[src/rtl/mem_port_arbiter.sv]
// mem_port_arbiter
//   Shares one single-port synchronous memory between instruction fetch (IF)
//   and datapath load/store (DP). The round-robin arbiter decides from the
//   current cycle's requests and registers the winner's grant together with
//   the memory command. Read data comes back to the issuing port one cycle
//   after issue, with an rvalid pulse. DP can lock the memory for
//   back-to-back accesses.
//
// Ports
//   clk, rst_n            core clock, synchronous active-low reset
//   if_req/if_addr        fetch read request (held until if_gnt)
//   if_gnt                one-cycle IF grant, coincident with mem_en
//   if_rvalid/if_rdata    IF read return (rdata holds between returns)
//   dp_req/dp_we/dp_lock  datapath request, write select, lock request
//   dp_addr/dp_wdata      datapath address / write data
//   dp_gnt                one-cycle DP grant, coincident with mem_en
//   dp_rvalid/dp_rdata    DP read return (rdata holds between returns)
//   mem_en/mem_we         memory strobe / write enable
//   mem_addr/mem_wdata    memory address / write data (hold when idle)
//   mem_rdata             memory read data, valid the cycle after a read
module mem_port_arbiter #(
    parameter int DATA_RANGE = 8,
    parameter int ADDR_RANGE = 8
) (
    input  logic                  clk,
    input  logic                  rst_n,
    input  logic                  if_req,
    input  logic [ADDR_RANGE-1:0] if_addr,
    output logic                  if_gnt,
    output logic                  if_rvalid,
    output logic [DATA_RANGE-1:0] if_rdata,
    input  logic                  dp_req,
    input  logic                  dp_we,
    input  logic                  dp_lock,
    input  logic [ADDR_RANGE-1:0] dp_addr,
    input  logic [DATA_RANGE-1:0] dp_wdata,
    output logic                  dp_gnt,
    output logic                  dp_rvalid,
    output logic [DATA_RANGE-1:0] dp_rdata,
    output logic                  mem_en,
    output logic                  mem_we,
    output logic [ADDR_RANGE-1:0] mem_addr,
    output logic [DATA_RANGE-1:0] mem_wdata,
    input  logic [DATA_RANGE-1:0] mem_rdata
);

    typedef enum logic {
        PREF_IF = 1'b0,
        PREF_DP = 1'b1
    } ptr_t;

    ptr_t                  ptr_q, ptr_d;
    logic                  lock_q, lock_d;
    logic                  if_elig, dp_elig;
    logic                  win_if, win_dp, locked_win;
    // Return stage: set in the cycle the read data is on mem_rdata.
    logic                  ret_valid_q;
    logic                  ret_dp_q;
    logic [DATA_RANGE-1:0] if_rdata_q, dp_rdata_q;

    always_comb begin
        // A port granted this cycle still shows its old request: mask it.
        if_elig    = if_req & ~if_gnt;
        dp_elig    = dp_req & ~dp_gnt;
        win_if     = 1'b0;
        win_dp     = 1'b0;
        locked_win = 1'b0;
        ptr_d      = ptr_q;
        lock_d     = lock_q;

        if (lock_q && dp_req) begin
            // Lock holds the memory for DP even while DP itself is masked,
            // so IF cannot slip in between two locked DP accesses.
            win_dp     = dp_elig;
            locked_win = dp_elig;
        end else if (if_elig && dp_elig) begin
            if (ptr_q == PREF_IF) win_if = 1'b1;
            else                  win_dp = 1'b1;
        end else begin
            win_if = if_elig;
            win_dp = dp_elig;
        end

        if ((win_if || win_dp) && !locked_win)
            ptr_d = win_if ? PREF_DP : PREF_IF;

        if (win_dp)
            lock_d = dp_lock;
        else if (lock_q && !dp_req)
            lock_d = 1'b0;
    end

    always_ff @(posedge clk) begin
        if (!rst_n) begin
            ptr_q       <= PREF_IF;
            lock_q      <= 1'b0;
            if_gnt      <= 1'b0;
            dp_gnt      <= 1'b0;
            mem_en      <= 1'b0;
            mem_we      <= 1'b0;
            mem_addr    <= '0;
            mem_wdata   <= '0;
            ret_valid_q <= 1'b0;
            ret_dp_q    <= 1'b0;
            if_rdata_q  <= '0;
            dp_rdata_q  <= '0;
        end else begin
            ptr_q  <= ptr_d;
            lock_q <= lock_d;
            if_gnt <= win_if;
            dp_gnt <= win_dp;
            mem_en <= win_if | win_dp;
            if (win_if) begin
                mem_we   <= 1'b0;
                mem_addr <= if_addr;
            end else if (win_dp) begin
                mem_we    <= dp_we;
                mem_addr  <= dp_addr;
                mem_wdata <= dp_wdata;
            end
            // Tag derived from the issued command: port id is dp_gnt.
            ret_valid_q <= mem_en & ~mem_we;
            ret_dp_q    <= dp_gnt;
            if (if_rvalid) if_rdata_q <= mem_rdata;
            if (dp_rvalid) dp_rdata_q <= mem_rdata;
        end
    end

    // Data is only on mem_rdata during the return cycle, so the return path
    // is combinational and the hold registers keep the value afterwards.
    assign if_rvalid = ret_valid_q & ~ret_dp_q;
    assign dp_rvalid = ret_valid_q &  ret_dp_q;
    assign if_rdata  = if_rvalid ? mem_rdata : if_rdata_q;
    assign dp_rdata  = dp_rvalid ? mem_rdata : dp_rdata_q;

endmodule
[config.mk]
export PLATFORM = sky130hd
export DESIGN_NAME = mem_port_arbiter
export DESIGN_NICKNAME = d
export VERILOG_FILES = /design/src/rtl/mem_port_arbiter.sv
export SDC_FILE = /design/constraint.sdc
export NUM_CORES = 1
export LEC_CHECK = 0
export CORE_UTILIZATION = 40
export DETAILED_ROUTE_END_ITERATION = 7
export GPL_ROUTABILITY_DRIVEN = 0
export HOLD_SLACK_MARGIN = 0.03
export PLACE_DENSITY = 0.9
export SLEW_MARGIN = 20
export SYNTH_ARGS = -nofsm -noshare
export SYNTH_HDL_FRONTEND = slang
export SYNTH_SLANG_ARGS = --single-unit
[constraint.sdc]
create_clock -name clk -period 1.7 [get_ports clk]
set_input_delay 0.17 -clock clk [delete_from_list [all_inputs] [get_ports clk]]
set_output_delay 0.17 -clock clk [all_outputs]
set_load 0.02 [all_outputs]
; After elaboration in Yosys (flattened, before gate mapping)
; Cells that the tools add are included.
[word_totals]
reg_bits = 40
input_bits = 38
out_inout_bits = 38
[op_classes]
muxes = 14
bitwise = 12
n_reduce_logical = 11
[op_table]
columns = op, n
row1 = 8-bit 2-to-1 mux, 4
row2 = 1-bit 2-to-1 mux, 10
row3 = 1-bit NOT, 6
row4 = 1-bit AND, 5
row5 = 1-bit logical AND, 4
row6 = 2-bit nonzero test, 2
row7 = 1-bit logical NOT, 2
row8 = 2-bit AND reduction, 1
row9 = 2-bit OR reduction, 1
row10 = 1-bit logical OR, 1
row11 = 1-bit OR, 1

; Logic depth before layout (Yosys ltp)
; Gate-level depths: netlist of the first run.
[depth]
word_depth = 7
ltp_mapped = 5
depth_no_buf = 4

; Worst setup path after synthesis of the first run
; No wires, ideal clock.
[synth_timing]
path_type = register to register
startpoint = register if_gnt
endpoint = register mem_wdata[0]
setup_time_ns = 0.128
arrival_time_ns = 1.201
slack_ns = 0.371
path_stages_with_launch = 6
period_less_slack_ns = 1.329
path_cell_list = dfxtp_1 and2b_1 a21oi_2 buf_6 mux2i_1 nor2_1
[synth_via]
elab_chain_cells = 7
[synth_lines]
columns = item, line
row1 = from (decl), 29  ; output logic if_gnt,
row2 = from (signal assigned), 110  ; if_gnt <= win_if;
row3 = 1-bit NOT (*), 63  ; if_elig = if_req & ~if_gnt;
row4 = 1-bit AND (*), 63
row5 = 1-bit logical AND, 76  ; end else if (if_elig && dp_elig) begin
row6 = 1-bit 2-to-1 mux, 76
row7 = 1-bit 2-to-1 mux, 71  ; if (lock_q && dp_req) begin
row8 = 1-bit NOT (no line), -
row9 = 2-bit AND reduction (no line) (*), -
row10 = to (signal assigned), 119  ; mem_wdata <= dp_wdata;
row11 = to (decl), 43  ; output logic [DATA_RANGE-1:0] mem_wdata,
; Mark *: on every way between the ends. The rest lies on a longest branch, timed or not.
; A chain may end at the register's enable or synchronous reset.

; Final worst setup path of the first run
[layout_timing]
startpoint = register ret_dp_q
endpoint = output port dp_rdata[1]
[layout_via]
elab_chain_cells = 2
[layout_lines]
columns = item, line
row1 = from (decl), 58  ; logic ret_dp_q;
row2 = from (signal assigned), 123  ; ret_dp_q <= dp_gnt;
row3 = 1-bit AND, 132  ; assign dp_rvalid = ret_valid_q & ret_dp_q;
row4 = 8-bit 2-to-1 mux, -
row5 = to (decl), 39  ; output logic [DATA_RANGE-1:0] dp_rdata,
; Every way passes these cells.

==> metrics.txt, run 1 <==
final core utilization between 60% and 70%; via count of the first global-routing pass between 1000 and 1500; Ports 76; Final Non-Filler Cells around 270; CTS buffer count 5; die area 4196 um^2; Ys Warns 0; antenna viol nets, final 0; Net Switching 540.9 uW; Mapped Cells 140; placed cell area about 2400 um^2; final worst path period need roughly 1600 ps; CP required around 1500 ps; Max Slew Vio Count 0; hold depth 2; number of port buffers 75; Hold-fix buffers, CTS 0; Max-cap violations 0; layout cells sized above 1 ~23%; Most used DFF post-synth dfxtp_1; Max Used Layer met4; status finished clean; syn_area_per_cell 11.26 um^2; dpl cells 262; Sw Ratio between 20% and 30%; most frequent cells in the layout 57 x clkdlybuf4s50_1, 38 x dfxtp_1, 18 x and2_1, 17 x mux2i_1, 14 x nor2_1; Max clock buf depth 2; Final Skew roughly 4.8 ps; sequential area share after synthesis 50.79%; Reg2Reg Depth 4; ys async rst share 0%; crit path from ret_dp_q; area grow syn2layout 57.30%; Hold Worst Slack 439.0 ps; die height between 60 and 70 um; number of detailed-route iterations in the first pass 4; Worst setup SP type flop; Seq cells post-synth 40; Final #Nets 262; slew of the pin with the lowest slew margin approximately 320 ps; pre-CTS setup slack -74.61 ps; HPWL after detailed placement 2517 um; Via density 4.692; crit end category output pin; worst vdd ir roughly 0.6 mV; clk_lat worst skew slightly below 300 ps; Tcrit/Tclk final 95.99%; met1 WL ~1400 um; largest net degree at the start of global routing 21; Starting Density a little over two fifths; Netlist Area Pre-Place roughly 1600 um^2; total gr overflow 0; WL met2 1724 um; CTS Root Cell clkbuf_8; total core area 3716 um^2; top cell type's share of synthesized area approximately 51%; DRC 0; syn_nets about 180; R2R Path Start ret_valid_q; CTS clock-pin slew for the worst setup and hold paths ~70 ps; synth top area cells dfxtp_1 51%, mux2i_1 11%, mux2_4 7.6%, and2_1 7.1%, mux2_2 5.7%; initial antenna violation count 0; die width between 60 and 70 um; commonest non-fill, non-tap cell in the layout clkdlybuf4s50_1; Vias 1281; starting DRC count in detailed routing 28; DR WL met3 between 300 and 400 um; Fmax 612.8 MHz; ANT cells 0; LEAKAGE approximately 0.0011 uW; post-synth top area cell dfxtp_1; Slew HR between 70% and 80%; Internal Pwr Total around 1600 uW; Hold Path Origin mem_en; final wirelength 3492 um; Post-synth EDFFs 0; # clock sinks 40; pwr dens 850.5 nW/um^2; fin area approximately 2500 um^2; WL/cell 12.79 um; HP Class reg2reg; Crit Path Class reg2out; H-tree levels 2; first-pass GRT wire length between 5000 and 6000 um; Fin. Hold Viols 0; Worst Path Arrival approximately 1500 ps; RSZ-0062 raised after global routing no; TritonCTS clock tree yes; Clock power frac 30.3%; Comb power frac 21.3%; Seq pwr share between 40% and 50%; Final Setup Violations 0; final setup margin 68.15 ps; FP Rows 22; Synth cell types 25; GRT Total Usage approximately 18%; CP max FO 4
## cells by family (layout without fill, tap and decap cells)
group	Yosys count	count (layout)	share of synthesized area [%]
and+or+nand+nor	43	43	14.29
muxes	33	33	24.13
DFF	40	40	50.79
AOI/OAI and AO/OA	13	13	6.826
buffers and inverters	11	96	3.968
## path summary, 6_finish.rpt
check                  endpoint  slack [ps]
hold / removal      ret_valid_q         440
setup / recovery    dp_rdata[1]          70
hold reg to reg     ret_valid_q         440
setup reg to reg  if_rdata_q[0]         430
## synth_stat cells, drive strengths merged (3+ instances only)
| cell | number |
|---|---|
| dfxtp | 40 |
| and2 | 18 |
| mux2i | 17 |
| mux2 | 16 |
| nor2 | 14 |
| o2bb2ai | 8 |
| buf | 5 |
| nand2 | 5 |
| clkbuf | 3 |
| inv | 3 |
## stage by stage
stage	TNS (ps)	total power, uW
3_3_place_gp	0	1494
4_1_cts	-1698	2137
5_1_grt	0	2215
3_5_place_dp	-383.9	1504
2_1_floorplan	0	1268
6_report	0	2109
## sequential cells by signal (all words and copies together) (netlist names), 8 cells and up
signal / count
dp_rdata_q: 8
if_rdata_q: 8
mem_addr: 8
mem_wdata: 8
## critical path: stages (launching register included)
cell	delay, ps
dfxtp_2	350
nand2_4	80
buf_4	100
mux2_2	330
clkdlybuf4s15_1	300
## final cells by class
class	instances	area [um^2]
timing repair buffer	85	787.0
clock buffer	6	82.58
sequential	40	803.3
tap	48	60.06
multi-input combinational	89	725.7
inverter	3	11.26
fill	312	1236
clock inverter	2	10.01
## routing by layer
layer / GRT usage (%) / vias to the layer above
li1: - / 640
met1: 18.68 / 579
met2: 31.90 / 57
met3: 6.338 / 5
met4: 11.67 / 0
met5: 0 / -
## what timing repair did
action / in CTS / in global routing
endpoints found under the setup margin: 17 / 17
buffers inserted: 0 / 3
resized for setup: 15 / 37
pin swaps: 0 / 1
## power by group through the flow
stage | Combinational [uW] | Clock, uW | Sequential [uW]
finish | 450 | 639 | 1020
global route | 483 | 706 | 1030
CTS | 454 | 665 | 1020
detailed placement | 466 | 0 | 1040
global placement | 457 | 0 | 1040
floorplan | 186 | 0 | 1080
Power figures use the tool's default switching activity.
==> run 2: changes to the inputs <==
- CORE_MARGIN: not set -> 2
- HOLD_SLACK_MARGIN: 0.03 -> 0.06
==> metrics.txt, run 2 (synthesis gave the netlist of run 1 again) <==
Fmax 614.4 MHz (+0.26%); Crit Path Class reg2out; total gr overflow 0 (unchanged); most frequent cells in the layout 57 x clkdlybuf4s50_1, 38 x dfxtp_1, 18 x and2_1, 17 x mux2i_1, 14 x nor2_1; initial antenna violation count 0 (unchanged); Worst Path Arrival 1460 ps (about the same); crit end category output pin; filler instances 322 (+3.2%); post-CTS setup buffers 0 (unchanged); Comb power frac 20.8% (-0.5 points); Slew HR 78.44% (-0.18 points); Starting Density 42.42% (unchanged); antenna viol nets, final 0 (unchanged); # clock sinks 40 (unchanged); RSZ-0062 raised after global routing no; Slowest cell on crit path dfxtp_2; fin area 2457 um^2 (-0.91%); Crit path largest cell delay 360 ps (about the same); HP Class reg2reg; placed cell area 2386 um^2 (-0.63%); die height 66.78 um (+3.1%); die area 4460 um^2 (+6.3%); ANT cells 0 (unchanged); multi-input combinational cell area 725.7 um^2 (unchanged); final wirelength 3524 um (+0.92%); Tcrit/Tclk final 95.75% (-0.25 points); FP Rows 22 (unchanged); CTS clock-pin slew for the worst setup and hold paths 70 ps (about the same); GRT Total Usage 17.28% (-1.1 points); slew of the pin with the lowest slew margin 323.3 ps (+2.733 ps); CP required 1530 ps (about the same); first-pass GRT wire length 5699 um (-0.84%); starting DRC count in detailed routing 27 (-3.6%); number of detailed-route iterations in the first pass 3 (-1); register area 803.3 um^2 (unchanged); HPWL after detailed placement 2633 um (+4.6%); Max clock buf depth 2 (unchanged); number of port buffers 75 (unchanged); Seq pwr share 47.9% (-0.5 points); WL/cell 13.15 um (+2.8%); crit path cell chain nand2_4, mux2_2, dlygate4sd2_1; die width 66.78 um (+3.1%); status finished clean; Ports 76 (unchanged); commonest non-fill, non-tap cell in the layout clkdlybuf4s50_1; via count of the first global-routing pass 1271 (-3.6%); Final #Nets 258 (-1.5%); layout cells sized above 1 19.09% (-4.0 points); Net Switching 528.4 uW (-2.3%); Max Slew Vio Count 0 (unchanged); largest net degree at the start of global routing 14 (-33%); pwr dens 866.5 nW/um^2 (+1.9%); CP max FO 9 (+5); Fin. Hold Viols 0 (unchanged); dpl cells 260 (-0.76%); worst vdd ir 0.5918 mV (-0.70%); LEAKAGE 0.001129 uW (-1.8%); CTS buffer count 5 (unchanged); total core area 3716 um^2 (unchanged); Internal Pwr Total 1601 uW (+2.1%); DRC 0 (unchanged); CTS Root Cell clkbuf_8; area grow syn2layout 55.87%; TritonCTS clock tree yes; Sw Ratio 24.81% (-0.83 points); Final Setup Violations 0 (unchanged); Clock power frac 31.3% (+1.0 points); H-tree levels 2 (unchanged); clk_lat worst skew 280 ps (about the same); Max-cap violations 0 (unchanged); final worst path period need 1628 ps (-4.174 ps); Final Non-Filler Cells 268 (-1.8%); Via density 4.698 (+0.12%); Worst setup SP type flop; Vias 1259 (-1.7%); Final Skew 4.174 ps (-0.6678 ps)
run 2: layer usage:
| metal | global-route usage, % | routed length, um | share of wire (%) | vias up |
|---|---|---|---|---|
| li1 | - | - | - | 634 |
| met1 | 19.56 | 1480 | 42 | 569 |
| met2 | 29.88 | 1679 | 48 | 50 |
| met3 | 6.588 | 326 | 9.3 | 6 |
| met4 | 5.357 | 38 | 1.1 | 0 |
| met5 | 0 | 0 | 0 | - |
run 2: area by class of cell:
class,count,area share [%]
inverter,3,0.4582
sequential,40,32.69
clock buffer,7,3.921
tap,48,2.444
timing repair buffer,81,30.96
multi-input combinational,89,29.53
run 2: worst paths after layout:
check / startpoint / end / slack, ps / depth (start not counted)
hold / removal: mem_en / ret_valid_q / 430 / 2
setup / recovery: ret_dp_q / dp_rdata[6] / 70 / 3
hold reg to reg: mem_en / ret_valid_q / 430 / 2
setup reg to reg: if_gnt / mem_wdata[7] / 400 / 5
run 2: power by group through the flow:
stage	combinational, uW	clock, uW	sequential [uW]
floorplan	186	0	1080
global placement	454	0	1040
detailed placement	460	0	1040
CTS	452	672	1020
global route	477	727	1030
finish	443	666	1020
run 2: metrics by stage:
stage	hold slack, ps	setup slack [ps]	power [uW]	util (%)	setup TNS [ps]
final	428.3	72.33	2129	66.13	0
after floorplan	302.5	371.3	1268	-	0
after CTS	444.2	-2.320	2144	66.43	-2.320
after global routing	459.6	19.27	2231	66.13	0
after global placement	435.0	32.46	1490	64.21	0
after detailed placement	437.7	-1.618	1499	64.21	-3.190
run 2: what timing repair did:
action                                  CTS  global route
pin swaps                                 0             1
hold endpoints to repair                  0             0
gates cloned                              0             1
hold buffers                              0             0
resized for setup                        41             7
endpoints found under the setup margin   17             4
run 2: worst max-delay path: cells and delay by family, from the launching register on:
kind	cells	cell delay (ps)
flops	1	360
buf+inv	1	320
mux	1	360
simple gates	1	130
